==> config.mk <==
export PLATFORM = sky130hd
export DESIGN_NAME = data_mem_controller_flat
export DESIGN_NICKNAME = d
export VERILOG_FILES = /design/src/rtl/data_mem_controller_pkg.sv /design/src/rtl/data_mem_controller_if.sv /design/src/rtl/data_mem_load_align.sv /design/src/rtl/data_mem_controller.sv /design/src/flat_wrapper.sv
export SDC_FILE = /design/constraint.sdc
export NUM_CORES = 1
export LEC_CHECK = 0
export CAP_MARGIN = 20
export CORE_MARGIN = 1
export CORE_UTILIZATION = 65
export DETAILED_ROUTE_END_ITERATION = 10
export DONT_BUFFER_PORTS = 1
export PLACE_DENSITY = 0.89
export SYNTH_ARGS = -nofsm -noshare
export SYNTH_HDL_FRONTEND = slang
export SYNTH_HIERARCHICAL = 1
export SYNTH_SLANG_ARGS = --single-unit
==> constraint.sdc <==
create_clock -name CLK -period 3.2 [get_ports CLK]
set_input_delay 0.64 -clock CLK [delete_from_list [all_inputs] [get_ports CLK]]
set_output_delay 0.64 -clock CLK [all_outputs]
set_load 0.02 [all_outputs]
==> src/rtl/data_mem_controller_pkg.sv <==
// Shared types and encodings for the data memory controller.
package data_mem_controller_pkg;

  typedef enum logic [1:0] {
    ST_IDLE   = 2'd0,
    ST_ACCESS = 2'd1,
    ST_DONE   = 2'd2
  } state_t;

  // Load funct3 encodings
  localparam logic [2:0] F3_LB  = 3'b000;
  localparam logic [2:0] F3_LH  = 3'b001;
  localparam logic [2:0] F3_LW  = 3'b010;
  localparam logic [2:0] F3_LBU = 3'b100;
  localparam logic [2:0] F3_LHU = 3'b101;

  // Store size encodings
  localparam logic [1:0] SZ_SB = 2'b00;
  localparam logic [1:0] SZ_SH = 2'b01;
  localparam logic [1:0] SZ_SW = 2'b10;

endpackage

==> src/rtl/data_mem_controller_if.sv <==
// Word-wide backend memory bus between the controller (master) and memory (slave).
interface data_mem_controller_if #(
  parameter int ADDR_WIDTH = 32
) ();

  logic                  MEM_READ;
  logic                  MEM_WRITE;
  logic [ADDR_WIDTH-3:0] MEM_ADDRESS;
  logic [31:0]           MEM_WRITEDATA;
  logic [3:0]            MEM_BYTEEN;
  logic [31:0]           MEM_READDATA;
  logic                  MEM_BUSYWAIT;

  modport master (
    output MEM_READ, MEM_WRITE, MEM_ADDRESS, MEM_WRITEDATA, MEM_BYTEEN,
    input  MEM_READDATA, MEM_BUSYWAIT
  );

  modport slave (
    input  MEM_READ, MEM_WRITE, MEM_ADDRESS, MEM_WRITEDATA, MEM_BYTEEN,
    output MEM_READDATA, MEM_BUSYWAIT
  );

endinterface

==> src/rtl/data_mem_load_align.sv <==
// Extracts the addressed byte/half/word lane from a backend word and extends it.
module data_mem_load_align
  import data_mem_controller_pkg::*;
(
  input  logic [31:0] i_word,
  input  logic [1:0]  i_addr,
  input  logic [2:0]  i_funct3,
  output logic [31:0] o_data
);

  logic [31:0]        w_shifted;
  logic signed [7:0]  w_byte;
  logic signed [15:0] w_half;

  assign w_shifted = i_word >> {i_addr, 3'b000};
  assign w_byte    = w_shifted[7:0];
  assign w_half    = w_shifted[15:0];

  // Select the extension rule from funct3; LW passes the word through
  always_comb begin
    o_data = i_word;
    case (i_funct3)
      F3_LB:   o_data = {{24{w_byte[7]}}, w_byte};
      F3_LH:   o_data = {{16{w_half[15]}}, w_half};
      F3_LBU:  o_data = {24'h000000, w_byte};
      F3_LHU:  o_data = {16'h0000, w_half};
      default: o_data = i_word;
    endcase
  end

endmodule

==> src/rtl/data_mem_controller.sv <==
// MEM-stage load/store responder: stalls the CPU while a multi-cycle word
// backend completes the access, places store lanes and extends load lanes.
module data_mem_controller
  import data_mem_controller_pkg::*;
#(
  parameter int ADDR_WIDTH = 32
) (
  input  logic                  CLK,
  input  logic                  RESET,
  input  logic [3:0]            main_mem_read,
  input  logic [2:0]            main_mem_write,
  input  logic [ADDR_WIDTH-1:0] ADDRESS,
  input  logic [31:0]           DATA_IN,
  output logic [31:0]           DATA_OUT,
  output logic                  BUSY_WAIT,
  output logic                  MEM_ERROR,
  data_mem_controller_if.master mem
);

  state_t                r_state, w_next;
  logic                  r_is_store;
  logic [2:0]            r_funct3;
  logic [1:0]            r_addr_lo;
  logic [ADDR_WIDTH-3:0] r_word_addr;
  logic [31:0]           r_wdata;
  logic [3:0]            r_byteen;
  logic [31:0]           r_data_out;
  logic                  r_mem_error;

  logic        w_is_store, w_is_load, w_request;
  logic        w_illegal, w_misaligned, w_error, w_legal, w_capture;
  logic [31:0] w_place_data;
  logic [3:0]  w_place_be;
  logic [31:0] w_load_result;

  // A store takes priority over a simultaneous load
  assign w_is_store = main_mem_write[2];
  assign w_is_load  = main_mem_read[3] & ~w_is_store;
  assign w_request  = w_is_store | w_is_load;

  // Classify the incoming request as illegal or misaligned
  always_comb begin
    w_illegal    = 1'b0;
    w_misaligned = 1'b0;
    if (w_is_store) begin
      case (main_mem_write[1:0])
        SZ_SW:   w_misaligned = |ADDRESS[1:0];
        SZ_SH:   w_misaligned = ADDRESS[0];
        SZ_SB:   w_misaligned = 1'b0;
        default: w_illegal    = 1'b1;
      endcase
    end else if (w_is_load) begin
      case (main_mem_read[2:0])
        F3_LW:         w_misaligned = |ADDRESS[1:0];
        F3_LH, F3_LHU: w_misaligned = ADDRESS[0];
        F3_LB, F3_LBU: w_misaligned = 1'b0;
        default:       w_illegal    = 1'b1;
      endcase
    end
  end

  assign w_error = w_illegal | w_misaligned;
  assign w_legal = w_request & ~w_error;

  // Replicate store data across lanes and build the byte enables
  always_comb begin
    w_place_data = DATA_IN;
    w_place_be   = 4'b0000;
    if (w_is_store) begin
      case (main_mem_write[1:0])
        SZ_SB: begin
          w_place_data = {4{DATA_IN[7:0]}};
          w_place_be   = 4'b0001 << ADDRESS[1:0];
        end
        SZ_SH: begin
          w_place_data = {2{DATA_IN[15:0]}};
          w_place_be   = ADDRESS[1] ? 4'b1100 : 4'b0011;
        end
        default: w_place_be = 4'b1111;
      endcase
    end
  end

  // Next-state, stall and capture decode
  always_comb begin
    w_next    = r_state;
    BUSY_WAIT = 1'b0;
    w_capture = 1'b0;
    case (r_state)
      ST_IDLE: begin
        BUSY_WAIT = w_legal;
        if (w_legal) w_next = ST_ACCESS;
      end
      ST_ACCESS: begin
        BUSY_WAIT = 1'b1;
        if (!mem.MEM_BUSYWAIT) begin
          w_next    = ST_DONE;
          w_capture = ~r_is_store;
        end
      end
      ST_DONE: w_next = ST_IDLE;
      default: w_next = ST_IDLE;
    endcase
  end

  // State register
  always_ff @(posedge CLK or negedge RESET) begin
    if (!RESET) r_state <= ST_IDLE;
    else        r_state <= w_next;
  end

  // Latch legal requests, capture load results and register the error pulse
  always_ff @(posedge CLK or negedge RESET) begin
    if (!RESET) begin
      r_is_store  <= 1'b0;
      r_funct3    <= 3'b000;
      r_addr_lo   <= 2'b00;
      r_word_addr <= '0;
      r_wdata     <= 32'h0;
      r_byteen    <= 4'b0000;
      r_data_out  <= 32'h0;
      r_mem_error <= 1'b0;
    end else begin
      r_mem_error <= (r_state == ST_IDLE) & w_request & w_error;
      if (r_state == ST_IDLE && w_legal) begin
        r_is_store  <= w_is_store;
        r_funct3    <= main_mem_read[2:0];
        r_addr_lo   <= ADDRESS[1:0];
        r_word_addr <= ADDRESS[ADDR_WIDTH-1:2];
        r_wdata     <= w_place_data;
        r_byteen    <= w_place_be;
      end
      if (w_capture) r_data_out <= w_load_result;
    end
  end

  data_mem_load_align u_load_align (
    .i_word   (mem.MEM_READDATA),
    .i_addr   (r_addr_lo),
    .i_funct3 (r_funct3),
    .o_data   (w_load_result)
  );

  assign mem.MEM_READ      = (r_state == ST_ACCESS) & ~r_is_store;
  assign mem.MEM_WRITE     = (r_state == ST_ACCESS) & r_is_store;
  assign mem.MEM_ADDRESS   = r_word_addr;
  assign mem.MEM_WRITEDATA = r_wdata;
  assign mem.MEM_BYTEEN    = r_byteen;
  assign DATA_OUT          = r_data_out;
  assign MEM_ERROR         = r_mem_error;

endmodule

==> src/flat_wrapper.sv <==
// flat-port wrapper written by rule: the top's interface ports become plain ports
module data_mem_controller_flat import data_mem_controller_pkg::*;
#(
  parameter int ADDR_WIDTH = 32
)
  (CLK, RESET, main_mem_read, main_mem_write, ADDRESS, DATA_IN, DATA_OUT, BUSY_WAIT, MEM_ERROR, mem_MEM_READ, mem_MEM_WRITE, mem_MEM_ADDRESS, mem_MEM_WRITEDATA, mem_MEM_BYTEEN, mem_MEM_READDATA, mem_MEM_BUSYWAIT);
  data_mem_controller_if #(.ADDR_WIDTH(ADDR_WIDTH)) mem_i ();
  input  logic CLK;
  input  logic RESET;
  input  logic [3:0] main_mem_read;
  input  logic [2:0] main_mem_write;
  input  logic [ADDR_WIDTH-1:0] ADDRESS;
  input  logic [31:0] DATA_IN;
  output logic [31:0] DATA_OUT;
  output logic BUSY_WAIT;
  output logic MEM_ERROR;
  output wire logic [$bits(mem_i.MEM_READ)-1:0] mem_MEM_READ;
  output wire logic [$bits(mem_i.MEM_WRITE)-1:0] mem_MEM_WRITE;
  output wire logic [$bits(mem_i.MEM_ADDRESS)-1:0] mem_MEM_ADDRESS;
  output wire logic [$bits(mem_i.MEM_WRITEDATA)-1:0] mem_MEM_WRITEDATA;
  output wire logic [$bits(mem_i.MEM_BYTEEN)-1:0] mem_MEM_BYTEEN;
  input wire logic [$bits(mem_i.MEM_READDATA)-1:0] mem_MEM_READDATA;
  input wire logic [$bits(mem_i.MEM_BUSYWAIT)-1:0] mem_MEM_BUSYWAIT;
  assign mem_MEM_READ = mem_i.MEM_READ;
  assign mem_MEM_WRITE = mem_i.MEM_WRITE;
  assign mem_MEM_ADDRESS = mem_i.MEM_ADDRESS;
  assign mem_MEM_WRITEDATA = mem_i.MEM_WRITEDATA;
  assign mem_MEM_BYTEEN = mem_i.MEM_BYTEEN;
  assign mem_i.MEM_READDATA = mem_MEM_READDATA;
  assign mem_i.MEM_BUSYWAIT = mem_MEM_BUSYWAIT;
  data_mem_controller #(.ADDR_WIDTH(ADDR_WIDTH)) u_core (.CLK(CLK), .RESET(RESET), .main_mem_read(main_mem_read), .main_mem_write(main_mem_write), .ADDRESS(ADDRESS), .DATA_IN(DATA_IN), .DATA_OUT(DATA_OUT), .BUSY_WAIT(BUSY_WAIT), .MEM_ERROR(MEM_ERROR), .mem(mem_i));
endmodule
==> results of run 1 <==
-- routing by layer --
layer  part of all wire (%)  vias up
li1                       -     1530
met1                     39     1657
met2                     48      215
met3                    9.6       37
met4                    3.2        0
met5                      0        -
-- sequential cells by signal (all words and copies together) (netlist names) --
signal	count
u_core/r_state	2
u_core/r_addr_lo	2
u_core/MEM_ERROR	1
u_core/mem.MEM_WRITEDATA	32
u_core/DATA_OUT	32
u_core/r_is_store	1
u_core/mem.MEM_ADDRESS	30
u_core/r_funct3	3
u_core/mem.MEM_BYTEEN	4
-- layout by cell type (no fill, tap or decap), types with 6 or more instances in the layout --
| master | netlist | routed |
|---|---|---|
| dfrtp_1 | 107 | 107 |
| mux2_2 | 50 | 50 |
| mux2_1 | 50 | 50 |
| nand2_1 | 32 | 32 |
| inv_1 | 29 | 29 |
| mux2i_1 | 23 | 23 |
| o21ai_0 | 22 | 22 |
| nor2_1 | 19 | 19 |
| a21oi_1 | 18 | 18 |
| a22oi_1 | 15 | 15 |
| clkbuf_8 | 0 | 9 |
| o31ai_1 | 8 | 8 |
| buf_4 | 3 | 6 |
-- repair_timing --
action                                 CTS  global route
endpoints found under the hold margin  107             0
gates resized for setup                  0             0
hold buffers                             1             0
-- through the flow --
stage | power (mW) | setup slack, ns | utilization [%] | hold WS, ns | instances
3_5_place_dp | 5.138 | 0.6318 | 68.23 | 0.3464 | 520
5_1_grt | 6.250 | 0.5510 | 71.02 | 0.2368 | 537
4_1_cts | 5.943 | 0.7368 | 71.02 | 0.2206 | 537
3_3_place_gp | 5.003 | 0.7093 | 68.23 | 0.3462 | 520
2_1_floorplan | 4.703 | 0.7265 | - | 0.3444 | 435
6_report | 5.936 | 0.6838 | 71.02 | 0.1900 | 537
-- worst max path at each step --
stage / startpoint / endpoint / slack [ns] / cells after the start
finish: main_mem_write[1] / BUSY_WAIT / 0.68 / 7
global route: main_mem_write[2] / BUSY_WAIT / 0.55 / 5
CTS: main_mem_write[2] / BUSY_WAIT / 0.74 / 5
detailed placement: main_mem_write[1] / u_core/mem.MEM_WRITEDATA[18]$_DFFE_PN0P_ / 0.63 / 7
global placement: main_mem_write[0] / u_core/mem.MEM_WRITEDATA[17]$_DFFE_PN0P_ / 0.71 / 7
floorplan: main_mem_write[1] / BUSY_WAIT / 0.73 / 6
-- cell families after synthesis --
group	Yosys count	synth area share, %
multiplexers	124	26.45
flip-flops	107	51.36
AO/OA/AOI/OAI	87	11.35
AND/OR/NAND/NOR	60	4.800
buffers and inverters	53	5.087
adder cells (fa/ha/maj)	4	0.9600
-- report_power, final --
part	switching, mW	total, mW	internal [mW]
sequential	1.33	3.34	2.01
combinational	0.948	1.83	0.880
clock	0.472	0.772	0.300
total	2.74	5.94	3.19
-- layout make-up --
cell class	instances	area [um^2]
tap	102	127.6
clock inverter	6	60.06
timing repair buffer	8	92.59
fill	545	2240
inverter	29	108.9
multi-input combinational	275	2293
sequential	107	2678
clock buffer	10	127.6
==> qor.yml, run 1 <==
outcome: "finished clean"
peakVddDrop_mv: 0.5103
drcViolationCount: 0
ys_top_cells_by_area: "dfrtp_1 (51%), mux2_1 (11%), mux2_2 (11%), mux2i_1 (4.4%), nand2_1 (2.3%)"
grtUsageTotal_pct: 28.43
synth_edf_count: 0
top_usage_layer: "met2"
n_antenna_cell: 0
syn_area_mm2: 0.005214
ant_nets: 0
routed_via_density: 6.404
cp-start-kind: "primary input"
wire_per_inst_um: 21.61
gr-usage-met1_pct: 37.22
grt_overflow: 0
die_area_mm2: 0.008383
yosysSeqAreaShare_pct: 51.36
ioPinCount: 208
fmax_mhz: 397.4
critPathArrivalTime_ns: 1.88
met2_usage_pct: 44.11
layout-drive-gt1-share_pct: 18.85
hold_path.class: "primary input to async pin"
grt_max_degree: 108
cts_buffers: 9
cp.required_ns: 2.56
synth_top_area_share_pct: 51.36
leakage_nw: 2.416
post-route-period-util_pct: 78.63
cts_setup_buffers: 0
critPathMaxStageDelay_ns: 0.40
fin_skew_ns: 0.01344
rr_startpoint: "u_core/r_addr_lo[1]$_DFFE_PN0P_"
cp_num_buf_inv: 2
setup_viol: 0
routed_wirelength_um: 11610
async_flop_share_pct: 100.0
die_w_um: 91.56
fin_crit_ns: 2.516
dr.pass1.iters: 5
die_h_um: 91.56
antenna_found_initial: 0
slew_viol_final: 0
placed_cell_area_mm2: 0.005273
ys_warn_count: 6
core_area_mm2: 0.007727
fp-row-count: 32
htreeDepth: 3
cp-end-kind: "output port"
worst_pin_slew_ns: 0.7181
syn-instance-count: 435
synth_flop_cell: "dfrtp_1"
clk_latency_ns: 0.36
cp_slowest_cell: "a22oi_1"
worstPathCellList: "inv_1 -> ha_1 -> o21ai_0 -> a22oi_1 -> o211a_1 -> a211oi_1 -> buf_4"
gp_congestion: 0.8116
syn2layout_area_growth_pct: 5.256
syn_nets: 545
start_util_pct: 67.47
rrSetupSlack_ns: 0.80
reg2regPathDepth: 4
path_delay_family: "compound AO/OA/AOI/OAI gates"
place.port_buffers: 0
dp_hpwl_um: 8355
drv_cap: 0
setup_tns_ns: 0
drtIter0Drc: 228
maxSlewHeadroom_pct: 52.12
rsz0062_at_grt: "no"
rr_endpoint: "u_core/DATA_OUT[16]$_DFFE_PN0P_"
worstSetupPathType: "primary input to output port"
yosysTopAreaCell: "dfrtp_1"
hold_viol_final: 0
grt.met3_usage_pct: 8.291
ys_seq_elements: 107
cts_max_path_buffers: 2
cts.clk_slew.worst_paths_ns: 0.11
powerDensity_mw_per_mm2: 1082
synthMostInstantiatedCell: "dfrtp_1"
grt_pass1_wl_um: 18370
nets: 540
synth_cell_types: 39
first_global_vias: 3536
vias: 3439
cts.sinks: 107
path_max_fanout: 3
syn_avg_cell_area_um2: 11.99
synthTopCellsByCount: "dfrtp_1 (107), mux2_1 (50), mux2_2 (50)"
root_buffer: "clkbuf_8"
cts_tree: "done"
fin_area_mm2: 0.005488
No activity file was read; power rests on OpenSTA's default activity.
==> inputs of run 2 (changes only) <==
--- a/config.mk
+++ b/config.mk
@@ -5,12 +5,13 @@
 export SDC_FILE = /design/constraint.sdc
 export NUM_CORES = 1
 export LEC_CHECK = 0
+export ABC_AREA = 1
 export CAP_MARGIN = 20
 export CORE_MARGIN = 1
-export CORE_UTILIZATION = 65
+export CORE_UTILIZATION = 58
 export DETAILED_ROUTE_END_ITERATION = 10
 export DONT_BUFFER_PORTS = 1
-export PLACE_DENSITY = 0.89
+export PLACE_DENSITY = 0.84
 export SYNTH_ARGS = -nofsm -noshare
 export SYNTH_HDL_FRONTEND = slang
 export SYNTH_HIERARCHICAL = 1
==> constraint.sdc (replaced) <==
create_clock -name CLK -period 2.15 [get_ports CLK]
set_input_delay 0.43 -clock CLK [delete_from_list [all_inputs] [get_ports CLK]]
set_output_delay 0.43 -clock CLK [all_outputs]
set_load 0.02 [all_outputs]
==> run 2 against run 1 <==
The flow now finishes with violations (hold timing). Via count is 40% higher. First-iteration DRC count up 5.7%. Sequential power is 42% higher. Combinational power grew 73%. Total power increased by 52%. Sequential share of layout area fell by 3.9 points. Clock skew down 0.0013 ns. Critical endpoint unchanged. Largest power group unchanged.
==> qor.yml, run 2 <==
ys_top_cells_by_area: "dfrtp_1 (46%), nand2_1 (19%), nand3_1 (7.5%), mux2_2 (3.5%), inv_1 (3.0%)"
cp-start-kind: "flip-flop"
path_max_fanout: 2  # -1
final_common_cell: "nand2_1"
die_area_mm2: 0.01034  # +23%
ctsResizeCount: 0  # unchanged
syn2layout_area_growth_pct: 3.627
wire_per_inst_um: 16.23  # -25%
yosysSeqAreaShare_pct: 46.47  # -4.9 points
worst_pin_slew_ns: 0.7023  # -0.01577 ns
drtIter0Drc: 241  # +5.7%
fp-row-count: 36  # +13%
violations: "hold timing"
synth_edf_count: 0  # unchanged
grtUsageTotal_pct: 27.05  # -1.4 points
die_h_um: 101.7  # +11%
grt_overflow: 0  # unchanged
synth_cell_types: 30  # -23%
syn_area_mm2: 0.005762  # +11%
whs_ns: -0.2630  # -0.4531 ns
syn_avg_cell_area_um2: 7.786  # -35%
cts_buffers: 9  # unchanged
start_util_pct: 59.50  # -8.0 points
slew_viol_final: 0  # unchanged
ys_seq_elements: 107  # unchanged
critPathArrivalTime_ns: 1.46  # -0.42 ns
yosysTopAreaCell: "dfrtp_1"
syn-instance-count: 740  # +70%
fin_ws_ns: 0.2611  # -0.4227 ns
clk_latency_ns: 0.38  # +0.02 ns
ant_nets: 0  # unchanged
post-route-period-util_pct: 87.85
cts_tree: "done"
fin_skew_ns: 0.01217  # -0.001273 ns
n_antenna_cell: 0  # unchanged
layout-drive-gt1-share_pct: 10.24  # -8.6 points
cp.required_ns: 1.72  # -0.84 ns
synth_flop_cell: "dfrtp_1"
cts_max_path_buffers: 2  # unchanged
synthTopCellsByCount: "nand2_1 (294), dfrtp_1 (107), nand3_1 (86)"
dr.pass1.iters: 5  # unchanged
worstSetupPathType: "flip-flop to output port"
setup_viol: 0  # unchanged
dp_hpwl_um: 10080  # +21%
outcome: "complete, but fails checks"
first_global_vias: 4648  # +31%
vias: 4803  # +40%
antenna_found_initial: 0  # unchanged
drcViolationCount: 0  # unchanged
hold_viol_final: 107  # +107
grt_pass1_wl_um: 21560  # +17%
grt_max_degree: 108  # unchanged
peakVddDrop_mv: 0.9230  # +81%
core_area_mm2: 0.009684  # +25%
cts.sinks: 107  # unchanged
fin_crit_ns: 1.889
routed_wirelength_um: 13890  # +20%
fmax_mhz: 529.4
leakage_nw: 3.209  # +33%
htreeDepth: 3  # unchanged
nets: 829  # +54%
syn_nets: 850  # +56%
rsz0062_at_grt: "no"
die_w_um: 101.7  # +11%
routed_via_density: 5.611  # -12%
cts.clk_slew.worst_paths_ns: 0.10  # about the same
fillCellCount: 846  # +55%
synth_top_area_share_pct: 46.47  # -4.9 points
cts_setup_buffers: 0  # unchanged
hold_path.class: "primary input to async pin"
synthMostInstantiatedCell: "nand2_1"
place_ws_ns: 0.2280  # -0.4037 ns
setup_tns_ns: 0  # unchanged
gp_congestion: 0.9310  # +15%
maxSlewHeadroom_pct: 53.18  # +1.1 points
cp-end-kind: "output port"
async_flop_share_pct: 100.0  # unchanged
drv_cap: 0  # unchanged
root_buffer: "clkbuf_8"
powerDensity_mw_per_mm2: 1512  # +40%
ioPinCount: 208  # unchanged
place.port_buffers: 0  # unchanged
final_cell_mix: "nand2_1 (294), dfrtp_1 (107), nand3_1 (86), inv_1 (46), nor2_1 (34)"
ys_warn_count: 6  # unchanged
[run 2: cell count changes in the layout (fill, tap and decap cells not counted), moves of 17 or more]
cell,change
mux2_2,-32
mux2_1,-36
mux2i_1,-23
nand2_1,+262
inv_1,+17
nand3_1,+86
[run 2: metal layers]
layer	GRT usage, %	vias up	share of wire [%]
met2	44.65	224	47
met1	31.35	2230	39
met5	0	-	0
met3	8.351	39	11
li1	-	2310	-
met4	15.05	0	3.6
[run 2: critical path, stage by stage, from the launching register on]
cell,delay [ns]
dfrtp_1,0.40
nor3_2,0.20
nand4_1,0.19
nand2_1,0.29
[run 2: per-stage QoR]
stage	utilization, %	power (mW)	std cells	area [um^2]
2_1_floorplan	-	7.293	740	5762
3_3_place_gp	59.87	7.751	841	5798
3_5_place_dp	59.87	7.939	841	5798
4_1_cts	61.65	9.079	856	5971
5_1_grt	61.65	9.703	856	5971
6_report	61.65	9.025	856	5971
[run 2: layout make-up]
type	instances	area, um^2	area share (%)
tap	133	166.4	2.787
inverter	54	210.2	3.521
timing repair buffer	10	112.6	1.886
multi-input combinational	537	2631	44.07
clock buffer	9	123.9	2.075
clock inverter	6	48.80	0.8173
sequential	107	2678	44.84
[run 2: power breakdown]
group / internal, mW / leakage (nW) / switching [mW]
Clock: 0.427 / 0.0836 / 0.704
Sequential: 2.94 / 1.33 / 1.80
Combinational: 1.18 / 1.79 / 1.98
[run 2: cells by family (layout without fill, tap and decap cells)]
kind of cell / count (synthesis) / after routing / synth area share, %
AOI/OAI and AO/OA: 52 / 52 / 4.951
adders and majority gates: 4 / 4 / 0.8687
buffers and inverters: 96 / 79 / 7.948
DFF: 107 / 107 / 46.47
muxes: 32 / 32 / 6.254
and+or+nand+nor: 449 / 449 / 33.51
[run 2: worst paths after layout]
| path | startpoint | to | slack [ns] | cells past startpoint |
|---|---|---|---|---|
| worst max register to register | u_core/r_addr_lo[0]$_DFFE_PN0P_ | u_core/DATA_OUT[17]$_DFFE_PN0P_ | 0.35 | 9 |
| max in group asynchronous | RESET | u_core/mem.MEM_ADDRESS[26]$_DFFE_PN0P_ | 2.26 | 0 |
| worst min-delay path | RESET | u_core/DATA_OUT[16]$_DFFE_PN0P_ | -0.26 | 0 |
| worst min register to register | u_core/r_is_store$_DFFE_PN0P_ | u_core/r_is_store$_DFFE_PN0P_ | 0.54 | 2 |
| min in group CLK | mem_MEM_BUSYWAIT | u_core/r_state[1]$_DFFE_PN0P_ | 0.12 | 1 |
| worst max-delay path | u_core/r_state[1]$_DFFE_PN0P_ | BUSY_WAIT | 0.26 | 3 |
==> inputs of run 3 (changes only) <==
--- a/config.mk
+++ b/config.mk
@@ -7,11 +7,12 @@
 export LEC_CHECK = 0
 export ABC_AREA = 1
 export CAP_MARGIN = 20
-export CORE_MARGIN = 1
-export CORE_UTILIZATION = 58
+export CELL_PAD_IN_SITES_DETAIL_PLACEMENT = 1
+export CELL_PAD_IN_SITES_GLOBAL_PLACEMENT = 2
+export CORE_UTILIZATION = 31
 export DETAILED_ROUTE_END_ITERATION = 10
 export DONT_BUFFER_PORTS = 1
-export PLACE_DENSITY = 0.84
+export PLACE_DENSITY = 0.83
 export SYNTH_ARGS = -nofsm -noshare
 export SYNTH_HDL_FRONTEND = slang
 export SYNTH_HIERARCHICAL = 1
==> run 3 against run 2 <==
Largest power group unchanged. Critical endpoint unchanged. Clock-buffer cell count did not move. The run ends with DRC, hold timing left. Fmax fell by 3.5%. Clock power rose by 58%. Utilization fell by 27 points. Die area rose by 85%.
==> qor.yml, run 3 (synthesis results as in run 2) <==
dp_hpwl_um: 12370  # +23%
cts.sinks: 107  # unchanged
layout-drive-gt1-share_pct: 11.10  # +0.86 points
post-route-period-util_pct: 91.05  # +3.2 points
cp.required_ns: 1.72  # about the same
fmax_mhz: 510.8  # -3.5%
fin_crit_ns: 1.958  # +0.06868 ns
ant_nets: 0  # unchanged
crit_start: "u_core/r_state[1]$_DFFE_PN0P_"
die_h_um: 138.3  # +36%
final_common_cell: "nand2_1"
cp-end-kind: "output port"
place.port_buffers: 0  # unchanged
worst_pin_slew_ns: 0.8154  # +0.1130 ns
start_util_pct: 31.86  # -28 points
fin_ws_ns: 0.1924  # -0.06868 ns
n_antenna_cell: 0  # unchanged
cts_tree: "done"
slew_viol_final: 0  # unchanged
setup_tns_ns: 0  # unchanged
cts.clk_slew.worst_paths_ns: 0.08  # -0.02 ns
grt_overflow: 0  # unchanged
fp-row-count: 49  # +36%
leakage_nw: 3.307  # +3.1%
first_global_vias: 5117  # +10%
dr.pass1.iters: 7  # +2
cts_max_path_buffers: 2  # unchanged
ctsResizeCount: 0  # unchanged
drv_cap: 0  # unchanged
place_ws_ns: 0.2938  # +0.06574 ns
whs_ns: -0.2347  # +0.02834 ns
peakVddDrop_mv: 0.5167  # -44%
cp-start-kind: "flip-flop"
cts_setup_buffers: 0  # unchanged
nets: 835  # +0.72%
maxSlewHeadroom_pct: 45.64  # -7.5 points
critPathArrivalTime_ns: 1.53  # +0.07 ns
grt_pass1_wl_um: 28320  # +31%
syn2layout_area_growth_pct: 8.947
gp_congestion: 0.7880  # -15%
hold_viol_final: 107  # unchanged
fin_skew_ns: 0.007103  # -0.005063 ns
die_w_um: 138.3  # +36%
ioPinCount: 208  # unchanged
powerDensity_mw_per_mm2: 1564  # +3.5%
antenna_found_initial: 0  # unchanged
worstSetupPathType: "flip-flop to output port"
grtUsageTotal_pct: 18.75  # -8.3 points
outcome: "complete, but fails checks"
violations: "DRC, hold timing"
path_max_fanout: 3  # +1
drcViolationCount: 24  # +24
drtIter0Drc: 298  # +24%
grt_max_degree: 108  # unchanged
core_area_mm2: 0.01809  # +87%
cts_buffers: 9  # unchanged
wire_per_inst_um: 17.75  # +9.4%
clk_latency_ns: 0.35  # -0.03 ns
setup_viol: 0  # unchanged
vias: 4703  # -2.1%
final_cell_mix: "nand2_1 (294), dfrtp_1 (107), nand3_1 (86), inv_1 (46), nor2_1 (34)"
rr_startpoint: "u_core/r_addr_lo[0]$_DFFE_PN0P_"
die_area_mm2: 0.01914  # +85%
routed_wirelength_um: 17020  # +23%
rsz0062_at_grt: "no"
hold_path.class: "primary input to async pin"
routed_via_density: 4.904  # -13%
root_buffer: "clkbuf_16"
htreeDepth: 3  # unchanged
[run 3: layout make-up]
class / count / area [um^2]
fillers: 2243 / 11810
inverters: 54 / 210.2
flip-flops and latches: 107 / 2678
clock buffers: 9 / 225.2
well taps: 229 / 286.5
multi-input cells: 537 / 2631
clock inverters: 7 / 88.84
repair buffers: 16 / 157.7
[run 3: per-layer routing]
layer  track usage (%)  part of all wire [%]  vias to the layer above
met1             21.82                    40                     2228
met3             8.763                    11                       15
met5                 0                     0                        -
met4             5.736                   1.7                        0
met2             30.59                    47                      137
li1                  -                     -                     2323
[run 3: final timing paths]
kind,endpoint,slack [ns],depth (start not counted)
max,BUSY_WAIT,0.19,3
min,u_core/DATA_OUT[1]$_DFFE_PN0P_,-0.23,0
max reg2reg,u_core/DATA_OUT[22]$_DFFE_PN0P_,0.40,9
min reg2reg,u_core/r_is_store$_DFFE_PN0P_,0.51,2
max in group asynchronous,u_core/DATA_OUT[12]$_DFFE_PN0P_,2.11,0
min in group CLK,u_core/r_state[1]$_DFFE_PN0P_,0.14,1
[run 3: power breakdown]
part	switching, mW	total, mW	internal (mW)
clock network	0.844	1.78	0.939
registers	1.86	4.79	2.94
logic	2.02	3.24	1.22
[run 3: critical path, stage by stage (launching register included)]
cell     delay, ns
dfrtp_1       0.40
nor3_2        0.21
nand4_1       0.26
nand2_1       0.29
[run 3: metrics by stage]
stage               utilization, %  hold slack, ns  instance area (um^2)  cells  power [mW]
floorplan                        -          0.1344                  5762    740       7.293
finish                       34.71         -0.2347                  6277    959       9.819
global route                 34.71         -0.2568                  6277    959       10.59
CTS                          34.71         -0.2573                  6277    959       9.988
global placement             32.97          0.1367                  5963    943       8.034
detailed placement           32.97          0.1367                  5963    943       8.166
